===== config.mk =====
export PLATFORM = sky130hd
export DESIGN_NAME = vram_arbiter
export DESIGN_NICKNAME = d
export VERILOG_FILES = /design/src/rtl/vram_arbiter.sv
export SDC_FILE = /design/constraint.sdc
export NUM_CORES = 1
export LEC_CHECK = 0
export BUFFER_PORTS_ARGS = -buffer_cell sky130_fd_sc_hd__buf_4
export CAP_MARGIN = 40
export CELL_PAD_IN_SITES_DETAIL_PLACEMENT = 0
export CELL_PAD_IN_SITES_GLOBAL_PLACEMENT = 2
export CORE_ASPECT_RATIO = 1.2
export CORE_MARGIN = 1
export CORE_UTILIZATION = 30
export DETAILED_ROUTE_END_ITERATION = 7
export GPL_TIMING_DRIVEN = 0
export MAX_ROUTING_LAYER = met4
export PLACE_DENSITY_LB_ADDON = 0.1
export SETUP_SLACK_MARGIN = 0.1
export SLEW_MARGIN = 20
export SYNTH_ARGS = -nofsm -noshare
export SYNTH_HDL_FRONTEND = slang
export SYNTH_SLANG_ARGS = --single-unit

===== constraint.sdc =====
create_clock -name clk -period 1.95 [get_ports clk]
set_input_delay 0 -clock clk [delete_from_list [all_inputs] [get_ports clk]]
set_output_delay 0 -clock clk [all_outputs]
set_load 0.01 [all_outputs]

===== src/rtl/vram_arbiter.sv =====
// rtl/vram_arbiter.sv - two-port round-robin arbiter for the single VRAM port
// Optional ownership lock: define VRAM_ARB_LOCK_EN.
module vram_arbiter #(
  parameter int ADDR_W = 16,
  parameter int DATA_W = 8,
  parameter int RD_LAT = 1
) (
  input  logic              clk,
  input  logic              rst,
  input  logic              req0_i,
  input  logic              we0_i,
  input  logic [ADDR_W-1:0] addr0_i,
  input  logic [DATA_W-1:0] wdata0_i,
  input  logic              lock0_i,
  input  logic              req1_i,
  input  logic              we1_i,
  input  logic [ADDR_W-1:0] addr1_i,
  input  logic [DATA_W-1:0] wdata1_i,
  input  logic              lock1_i,
  output logic              gnt0_o,
  output logic              gnt1_o,
  output logic              rvalid0_o,
  output logic              rvalid1_o,
  output logic [DATA_W-1:0] rdata0_o,
  output logic [DATA_W-1:0] rdata1_o,
  output logic              vram_we_o,
  output logic              vram_re_o,
  output logic [ADDR_W-1:0] vram_addr_o,
  output logic [DATA_W-1:0] vram_data_o,
  input  logic [DATA_W-1:0] vram_data_i
);

  // last_grant: 1 means port 1 won the most recent handshake
  logic              last_grant_q, last_grant_d;
  logic              lock_q, lock_d;
  logic              lock_owner_q, lock_owner_d;
  logic              lock_hold;
  logic              hs;
  logic              sel_we;
  logic [ADDR_W-1:0] sel_addr;
  logic [DATA_W-1:0] sel_wdata;
  logic              vram_we_q, vram_re_q;
  logic [ADDR_W-1:0] vram_addr_q;
  logic [DATA_W-1:0] vram_data_q;
  logic [RD_LAT:0]   pipe_v_q;
  logic [RD_LAT:0]   pipe_tag_q;
  logic              rvalid0_q, rvalid1_q;
  logic [DATA_W-1:0] rdata0_q, rdata1_q;

`ifdef VRAM_ARB_LOCK_EN
  // lock is only honoured while its owner keeps requesting
  assign lock_hold = lock_q && (lock_owner_q ? req1_i : req0_i);
`else
  logic unused_lock;
  assign lock_hold   = 1'b0;
  assign unused_lock = ^{lock0_i, lock1_i};
`endif

  // Grant decision: lock owner first, then round-robin on contention
  always_comb begin
    gnt0_o = 1'b0;
    gnt1_o = 1'b0;
    if (lock_hold) begin
      gnt0_o = !lock_owner_q;
      gnt1_o = lock_owner_q;
    end else if (req0_i && req1_i) begin
      gnt0_o = last_grant_q;
      gnt1_o = !last_grant_q;
    end else begin
      gnt0_o = req0_i;
      gnt1_o = req1_i;
    end
    if (rst) begin
      gnt0_o = 1'b0;
      gnt1_o = 1'b0;
    end
  end

  assign hs        = gnt0_o || gnt1_o;
  assign sel_we    = gnt1_o ? we1_i    : we0_i;
  assign sel_addr  = gnt1_o ? addr1_i  : addr0_i;
  assign sel_wdata = gnt1_o ? wdata1_i : wdata0_i;

  // Next arbitration state: remember winner and its lock request
  always_comb begin
    last_grant_d = last_grant_q;
    lock_d       = lock_q;
    lock_owner_d = lock_owner_q;
    if (hs) begin
      last_grant_d = gnt1_o;
      lock_owner_d = gnt1_o;
      lock_d       = gnt1_o ? lock1_i : lock0_i;
    end else if (lock_q && !(lock_owner_q ? req1_i : req0_i)) begin
      lock_d = 1'b0;
    end
  end

  // Registered VRAM command, read-tag pipeline and read-data return
  always_ff @(posedge clk or posedge rst) begin
    if (rst) begin
      last_grant_q <= 1'b1;
      lock_q       <= 1'b0;
      lock_owner_q <= 1'b0;
      vram_we_q    <= 1'b0;
      vram_re_q    <= 1'b0;
      vram_addr_q  <= '0;
      vram_data_q  <= '0;
      pipe_v_q     <= '0;
      pipe_tag_q   <= '0;
      rvalid0_q    <= 1'b0;
      rvalid1_q    <= 1'b0;
      rdata0_q     <= '0;
      rdata1_q     <= '0;
    end else begin
      last_grant_q <= last_grant_d;
      lock_q       <= lock_d;
      lock_owner_q <= lock_owner_d;
      vram_we_q    <= hs && sel_we;
      vram_re_q    <= hs && !sel_we;
      if (hs) begin
        vram_addr_q <= sel_addr;
        vram_data_q <= sel_wdata;
      end
      // stage 0 lines up with vram_re_o; stage RD_LAT with valid vram_data_i
      pipe_v_q   <= {pipe_v_q[RD_LAT-1:0], hs && !sel_we};
      pipe_tag_q <= {pipe_tag_q[RD_LAT-1:0], gnt1_o};
      rvalid0_q  <= pipe_v_q[RD_LAT] && !pipe_tag_q[RD_LAT];
      rvalid1_q  <= pipe_v_q[RD_LAT] && pipe_tag_q[RD_LAT];
      if (pipe_v_q[RD_LAT] && !pipe_tag_q[RD_LAT]) rdata0_q <= vram_data_i;
      if (pipe_v_q[RD_LAT] && pipe_tag_q[RD_LAT])  rdata1_q <= vram_data_i;
    end
  end

  assign vram_we_o   = vram_we_q;
  assign vram_re_o   = vram_re_q;
  assign vram_addr_o = vram_addr_q;
  assign vram_data_o = vram_data_q;
  assign rvalid0_o   = rvalid0_q;
  assign rvalid1_o   = rvalid1_q;
  assign rdata0_o    = rdata0_q;
  assign rdata1_o    = rdata1_q;

endmodule


==> results.json, run 1 <==
{
  "synth.area.top_cells": "dfrtp_1 51%, o2111ai_1 9.4%, mux2_1 7.8%, a31oi_1 6.5%, nor2_2 6.5%",
  "n_antenna_cell": 0,
  "initial_utilization": 0.316,
  "ir_drop_uv": 421,
  "worst_slew_pin_slew_ns": 0.700,
  "slew_viol_final": 0,
  "slew_headroom": 0.533,
  "fmax_mhz": 595,
  "drtIter0Drc": 78,
  "dp_cells": 395,
  "firstDrtPassIters": 4,
  "areaGrowthSynthToFinish_pct": 69.3,
  "multi_input_area_um2": 895,
  "regArea_mm2": 0.00120,
  "yosysWarnings": 0,
  "status": "completed",
  "fp.dieW_um": 82.3,
  "drv_cap": 0,
  "gp_congestion": 0.714,
  "endpoint_kind": "flip-flop",
  "setup_viol": 0,
  "antenna_found_initial": 0,
  "grt_overflow": 0,
  "nets": 432,
  "required_ns": 2.19,
  "avgSynthCellArea_um2": 11.7,
  "place_area_mm2": 0.00323,
  "num_vias": 2250,
  "cp.arrival_ns": 1.92,
  "fp-row-count": 34,
  "hold_path.class": "input port to async pin",
  "ios": 110,
  "leakage_nw": 1.73,
  "synth_edf_count": 0,
  "critPathMaxFanout": 9,
  "cts.reportedPaths.clkPinSlew_ns": 0.09,
  "synthFlopType": "dfrtp_1",
  "grt_use_total": 0.191,
  "seq_area_frac_synth": 0.518,
  "numCtsBuffers": 5,
  "dp_hpwl_um": 4760,
  "grt_pass1_vias": 2371,
  "total_power_w": 0.00308,
  "hold_viol_final": 0,
  "use_met2": 0.308,
  "fin_cells": 459,
  "clock-skew-final_ns": 0.00255,
  "cts.sinks": 48,
  "dieArea_mm2": 0.00810,
  "powerDensity_mw_per_mm2": 784,
  "min_period_ns": 1.68,
  "synth_nets": 263,
  "fin_area_mm2": 0.00393,
  "clockBufferDepth": 2,
  "port_buffers": 106,
  "fin_tns_setup_ns": 0,
  "fin_crit_sh": 0.862,
  "use_met3": 0.0318,
  "async_reset_ff_frac": 1.00,
  "insertion_delay_ns": 0.30,
  "synth_top_area_share": 0.506,
  "path_class": "flip-flop to flip-flop",
  "design.core.area_mm2": 0.00736,
  "synth.most_common_cell": "dfrtp_1",
  "vias_per_cell": 4.90,
  "synth.distinct_cells": 23,
  "grt_max_degree": 58,
  "synth_area_mm2": 0.00232,
  "cts_tree": "built",
  "drive_gt1_frac": 0.453,
  "htreeDepth": 2,
  "synthCells": 199,
  "avgRoutedWirePerCell_um": 15.7,
  "yosys_register_bits": 48,
  "worstSetupStartpointType": "flip-flop",
  "wirelength_um": 7210,
  "dieHeight_um": 98.4,
  "busiest_layer": "met2",
  "yosysTopAreaCell": "dfrtp_1",
  "grt_setup_unrepaired": "no",
  "ant_nets": 0,
  "num-fill-cells": 693,
  "root_buffer": "clkbuf_8",
  "drc": 0,
  "grt_pass1_wl_um": 11500,
  "use_met1": 0.248,
  "synth_common_cells": "47 x dfrtp_1, 25 x o2111ai_1, 24 x a31oi_1, 24 x nor2_2, 18 x o21ai_1"
}
[cell usage in the layout, fill, tap and decap left out]
cell	Yosys	final
buf_4	2	109
dlygate4sd3_1	0	56
dfrtp_1	47	47
o2111ai_1	25	25
nor2_2	24	24
a31oi_1	24	24
o21ai_1	18	18
mux2_1	16	16
buf_2	10	9
o21ai_0	7	7
buf_6	6	6
clkbuf_8	1	6
inv_2	5	5
buf_12	3	3
nand2b_1	2	2
bufinv_16	0	2
o21ba_1	1	1
and2_1	1	1
nand2_1	1	1
nor2_1	1	1
a211oi_1	1	1
a21boi_1	1	1
and3_1	1	1
o22ai_2	1	1
inv_6	0	1
dfstp_2	1	1
[logic make-up after synthesis]
| kind of cell | synth area share |
|---|---|
| AO/OA/AOI/OAI | 0.229 |
| buffers and inverters | 0.0970 |
| flip-flops | 0.518 |
| multiplexers | 0.0776 |
| AND/OR/NAND/NOR | 0.0787 |
[per-layer routing]
layer  wire (um)  share of wire  vias to the layer above
met2        3520           0.49                       77
met1        3210           0.45                     1077
met5           0              0                        -
met4          57         0.0079                        0
li1            -              -                     1091
met3         426          0.059                        5
[final cells by class]
| type | count | area share |
|---|---|---|
| multi-input combinational | 124 | 0.228 |
| inverter | 5 | 0.00477 |
| clock inverter | 3 | 0.0175 |
| sequential | 48 | 0.306 |
| buffer | 22 | 0.0532 |
| tap | 90 | 0.0286 |
| clock buffer | 5 | 0.0175 |
| timing repair buffer | 162 | 0.345 |
[critical path, stage by stage (launching register included)]
cell           delay (ns)
dfstp_2              0.55
and2_1               0.13
buf_6                0.14
o21ai_0              0.08
a31oi_1              0.16
dlygate4sd3_1        0.56
[metrics by stage]
stage / hold WS [ns] / utilization / worst slack [ns]
floorplan: 0.0503 / - / 0.648
global placement: 0.222 / 0.439 / 0.122
detailed placement: 0.225 / 0.439 / 0.550
CTS: 0.00546 / 0.534 / 0.264
global route: 0.0220 / 0.534 / 0.176
finish: 0.0170 / 0.534 / 0.269
[timing repair]
item                      CTS  global route
setup buffers               0             0
hold endpoints to repair   41             0
gates resized for setup     0             0
hold buffers               56             0
[power breakdown]
group          switching [W]  leakage [nW]  internal [W]
combinational       0.000404          1.10      0.000534
clock               0.000363        0.0687      0.000517
sequential         0.0000977         0.558       0.00117
total               0.000865          1.73       0.00222
[path summary, 6_finish.rpt]
check,startpoint,endpoint,slack (ns),cells after the start
hold / removal,rst,vram_data_o[2],0.02,3
setup reg to reg,last_grant_q,vram_data_o[4],0.27,5
max in group asynchronous,rst,vram_addr_o[5],1.46,3
min in group clk,wdata1_i[7],vram_data_o[7],0.02,3
hold reg to reg,pipe_tag_q[0],pipe_tag_q[1],0.36,0
setup / recovery,last_grant_q,vram_data_o[4],0.27,5
[sequential cells by signal, summed over array words and instances (netlist names), 2 cells and up]
signal	cells
rdata1_o	8
rdata0_o	8
pipe_tag_q	2
pipe_v_q	2
vram_data_o	8
vram_addr_o	16
(Power assumes the default switching activity.)
==> run 2: changes to the inputs <==
--- a/config.mk
+++ b/config.mk
@@ -5,13 +5,14 @@
 export SDC_FILE = /design/constraint.sdc
 export NUM_CORES = 1
 export LEC_CHECK = 0
+export ABC_AREA = 1
 export BUFFER_PORTS_ARGS = -buffer_cell sky130_fd_sc_hd__buf_4
 export CAP_MARGIN = 40
 export CELL_PAD_IN_SITES_DETAIL_PLACEMENT = 0
 export CELL_PAD_IN_SITES_GLOBAL_PLACEMENT = 2
 export CORE_ASPECT_RATIO = 1.2
 export CORE_MARGIN = 1
-export CORE_UTILIZATION = 30
+export CORE_UTILIZATION = 26
 export DETAILED_ROUTE_END_ITERATION = 7
 export GPL_TIMING_DRIVEN = 0
 export MAX_ROUTING_LAYER = met4
==> results.json, run 2 <==
{
  "status": "finished with violations",
  "violations": "negative hold slack",
  "final_common_cell": "buf_4",
  "cts_setup_buffers": 0,
  "cts.sinks": 48,
  "cts.reportedPaths.clkPinSlew_ns": 0.10,
  "synthCells": 291,
  "place_area_mm2": 0.00323,
  "insertion_delay_ns": 0.30,
  "clock-skew-final_ns": 0.00642,
  "grt_overflow": 0,
  "largest_register_ffs": 16,
  "dp_cells": 515,
  "hold_viol_final": 47,
  "num_vias": 2288,
  "grt_max_degree": 52,
  "design.core.area_mm2": 0.00856,
  "path_buf_inv": 3,
  "grt_use_total": 0.155,
  "fin_ws_ns": 0.363,
  "fin_area_mm2": 0.00365,
  "slew_viol_final": 0,
  "ant_nets": 0,
  "dp_hpwl_um": 4430,
  "n_antenna_cell": 0,
  "synth_common_cells": "92 x nand2_1, 61 x inv_1, 49 x nand3_1",
  "yosysWarnings": 0,
  "rr_startpoint": "last_grant_q",
  "grt_setup_unrepaired": "no",
  "layout_common_cells": "107 x buf_4, 92 x nand2_1, 61 x inv_1",
  "hold-worst-slack_ns": -0.180,
  "synth_area_mm2": 0.00228,
  "seq_area_frac_synth": 0.527,
  "synth_top_area_share": 0.516,
  "min_period_ns": 1.59,
  "vias_per_cell": 4.14,
  "busiest_layer": "met2",
  "fp.dieW_um": 87.5,
  "dieArea_mm2": 0.00915,
  "yosysTopAreaCell": "dfrtp_1",
  "cp.arrival_ns": 1.59,
  "powerDensity_mw_per_mm2": 770,
  "use_met3": 0.0276,
  "avgRoutedWirePerCell_um": 11.5,
  "regToRegEndpoint": "vram_addr_o[2]",
  "fin_crit_sh": 0.814,
  "dieHeight_um": 105,
  "drc": 0,
  "antenna_found_initial": 0,
  "reg2regPathDepth": 6,
  "use_met1": 0.196,
  "cts_resized": 0,
  "worstPathCellList": "nand2_2 -> nand3_2 -> buf_6 -> inv_1 -> buf_4",
  "grt_pass1_wl_um": 10800,
  "endpoint_kind": "primary output",
  "yosys_register_bits": 48,
  "required_ns": 1.95,
  "areaGrowthSynthToFinish_pct": 60.0,
  "avgSynthCellArea_um2": 7.84,
  "crit_path_max_incr_delay_ns": 0.55,
  "synth_nets": 355,
  "grt_pass1_vias": 2312,
  "root_buffer": "clkbuf_8",
  "ios": 110,
  "critPathSlowestCell": "dfstp_2",
  "ctsHoldBuffers": 30,
  "synth.most_common_cell": "nand2_1",
  "drive_gt1_frac": 0.307,
  "firstDrtPassIters": 4,
  "synth.distinct_cells": 18,
  "rrSetupSlack_ns": 0.58,
  "clockBufferDepth": 2,
  "worstSetupStartpointType": "flip-flop",
  "numCtsBuffers": 5,
  "fp-row-count": 37,
  "worst_slew_pin_slew_ns": 0.667,
  "crit_path_start": "last_grant_q",
  "wirelength_um": 6350,
  "critPathTopFamily": "flip-flops",
  "synthFlopType": "dfrtp_1",
  "initial_utilization": 0.266,
  "path_class": "flip-flop to primary output",
  "drtIter0Drc": 91,
  "leakage_nw": 2.10,
  "nets": 499,
  "gp_congestion": 0.695,
  "slew_headroom": 0.555,
  "critPathMaxFanout": 10,
  "drv_cap": 0,
  "dp_slack_ns": 0.352,
  "synth.area.top_cells": "dfrtp_1 52%, nand2_1 15%, nand3_1 11%, inv_1 10%, o21ai_0 3.7%",
  "port_buffers": 107,
  "use_met2": 0.257,
  "hold_path.class": "input port to async pin",
  "cts_tree": "built",
  "async_reset_ff_frac": 1.00,
  "htreeDepth": 2,
  "fmax_mhz": 630,
  "ir_drop_uv": 281,
  "setup_viol": 0,
  "total_power_w": 0.00281,
  "synth_edf_count": 0,
  "fin_cells": 553
}
[run 2: layer usage]
layer | up-vias | share of wire
met5 | - | 0
met4 | 0 | 0.0094
met3 | 6 | 0.042
met2 | 67 | 0.47
met1 | 1052 | 0.48
li1 | 1163 | -
[run 2: stage by stage]
stage	setup TNS, ns	util
after floorplan	0	-
after global placement	-0.844	0.377
after detailed placement	0	0.378
after CTS	0	0.426
after global routing	0	0.426
final	0	0.426
[run 2: final cells by class]
class / count / area (um2)
buffer: 13 / 98.8
clock buffer: 5 / 68.8
clock inverter: 3 / 46.3
fill: 932 / 4920
inverter: 64 / 243
multi-input combinational: 166 / 739
sequential: 48 / 1200
tap: 117 / 146
timing repair buffer: 137 / 1100
[run 2: worst max-delay path by stage]
| stage | endpoint | cells past startpoint |
|---|---|---|
| 2_1_floorplan | vram_addr_o[10] | 6 |
| 3_3_place_gp | vram_data_o[1] | 7 |
| 3_5_place_dp | vram_addr_o[5] | 7 |
| 4_1_cts | gnt1_o | 5 |
| 5_1_grt | gnt1_o | 5 |
| 6_report | gnt1_o | 5 |
[run 2: worst register-to-register path, stage by stage, from the launching register on]
cell and delay (ns):
dfstp_2 0.55, nand2_2 0.12, nand3_2 0.22, buf_6 0.19
nand2_1 0.06, nand3_1 0.07, nand2_1 0.06
[run 2: logic make-up after synthesis]
group | count (synthesis) | synth area share
simple gates | 146 | 0.275
buf+inv | 77 | 0.149
flops | 48 | 0.527
compound gates | 20 | 0.0488
[run 2: power breakdown]
part / internal (W) / total, W / leakage, nW / switching, W
Combinational: 0.000429 / 0.000800 / 1.46 / 0.000371
Clock: 0.000387 / 0.000749 / 0.0548 / 0.000362
Sequential: 0.00116 / 0.00126 / 0.590 / 0.0000955
Total: 0.00198 / 0.00281 / 2.10 / 0.000829
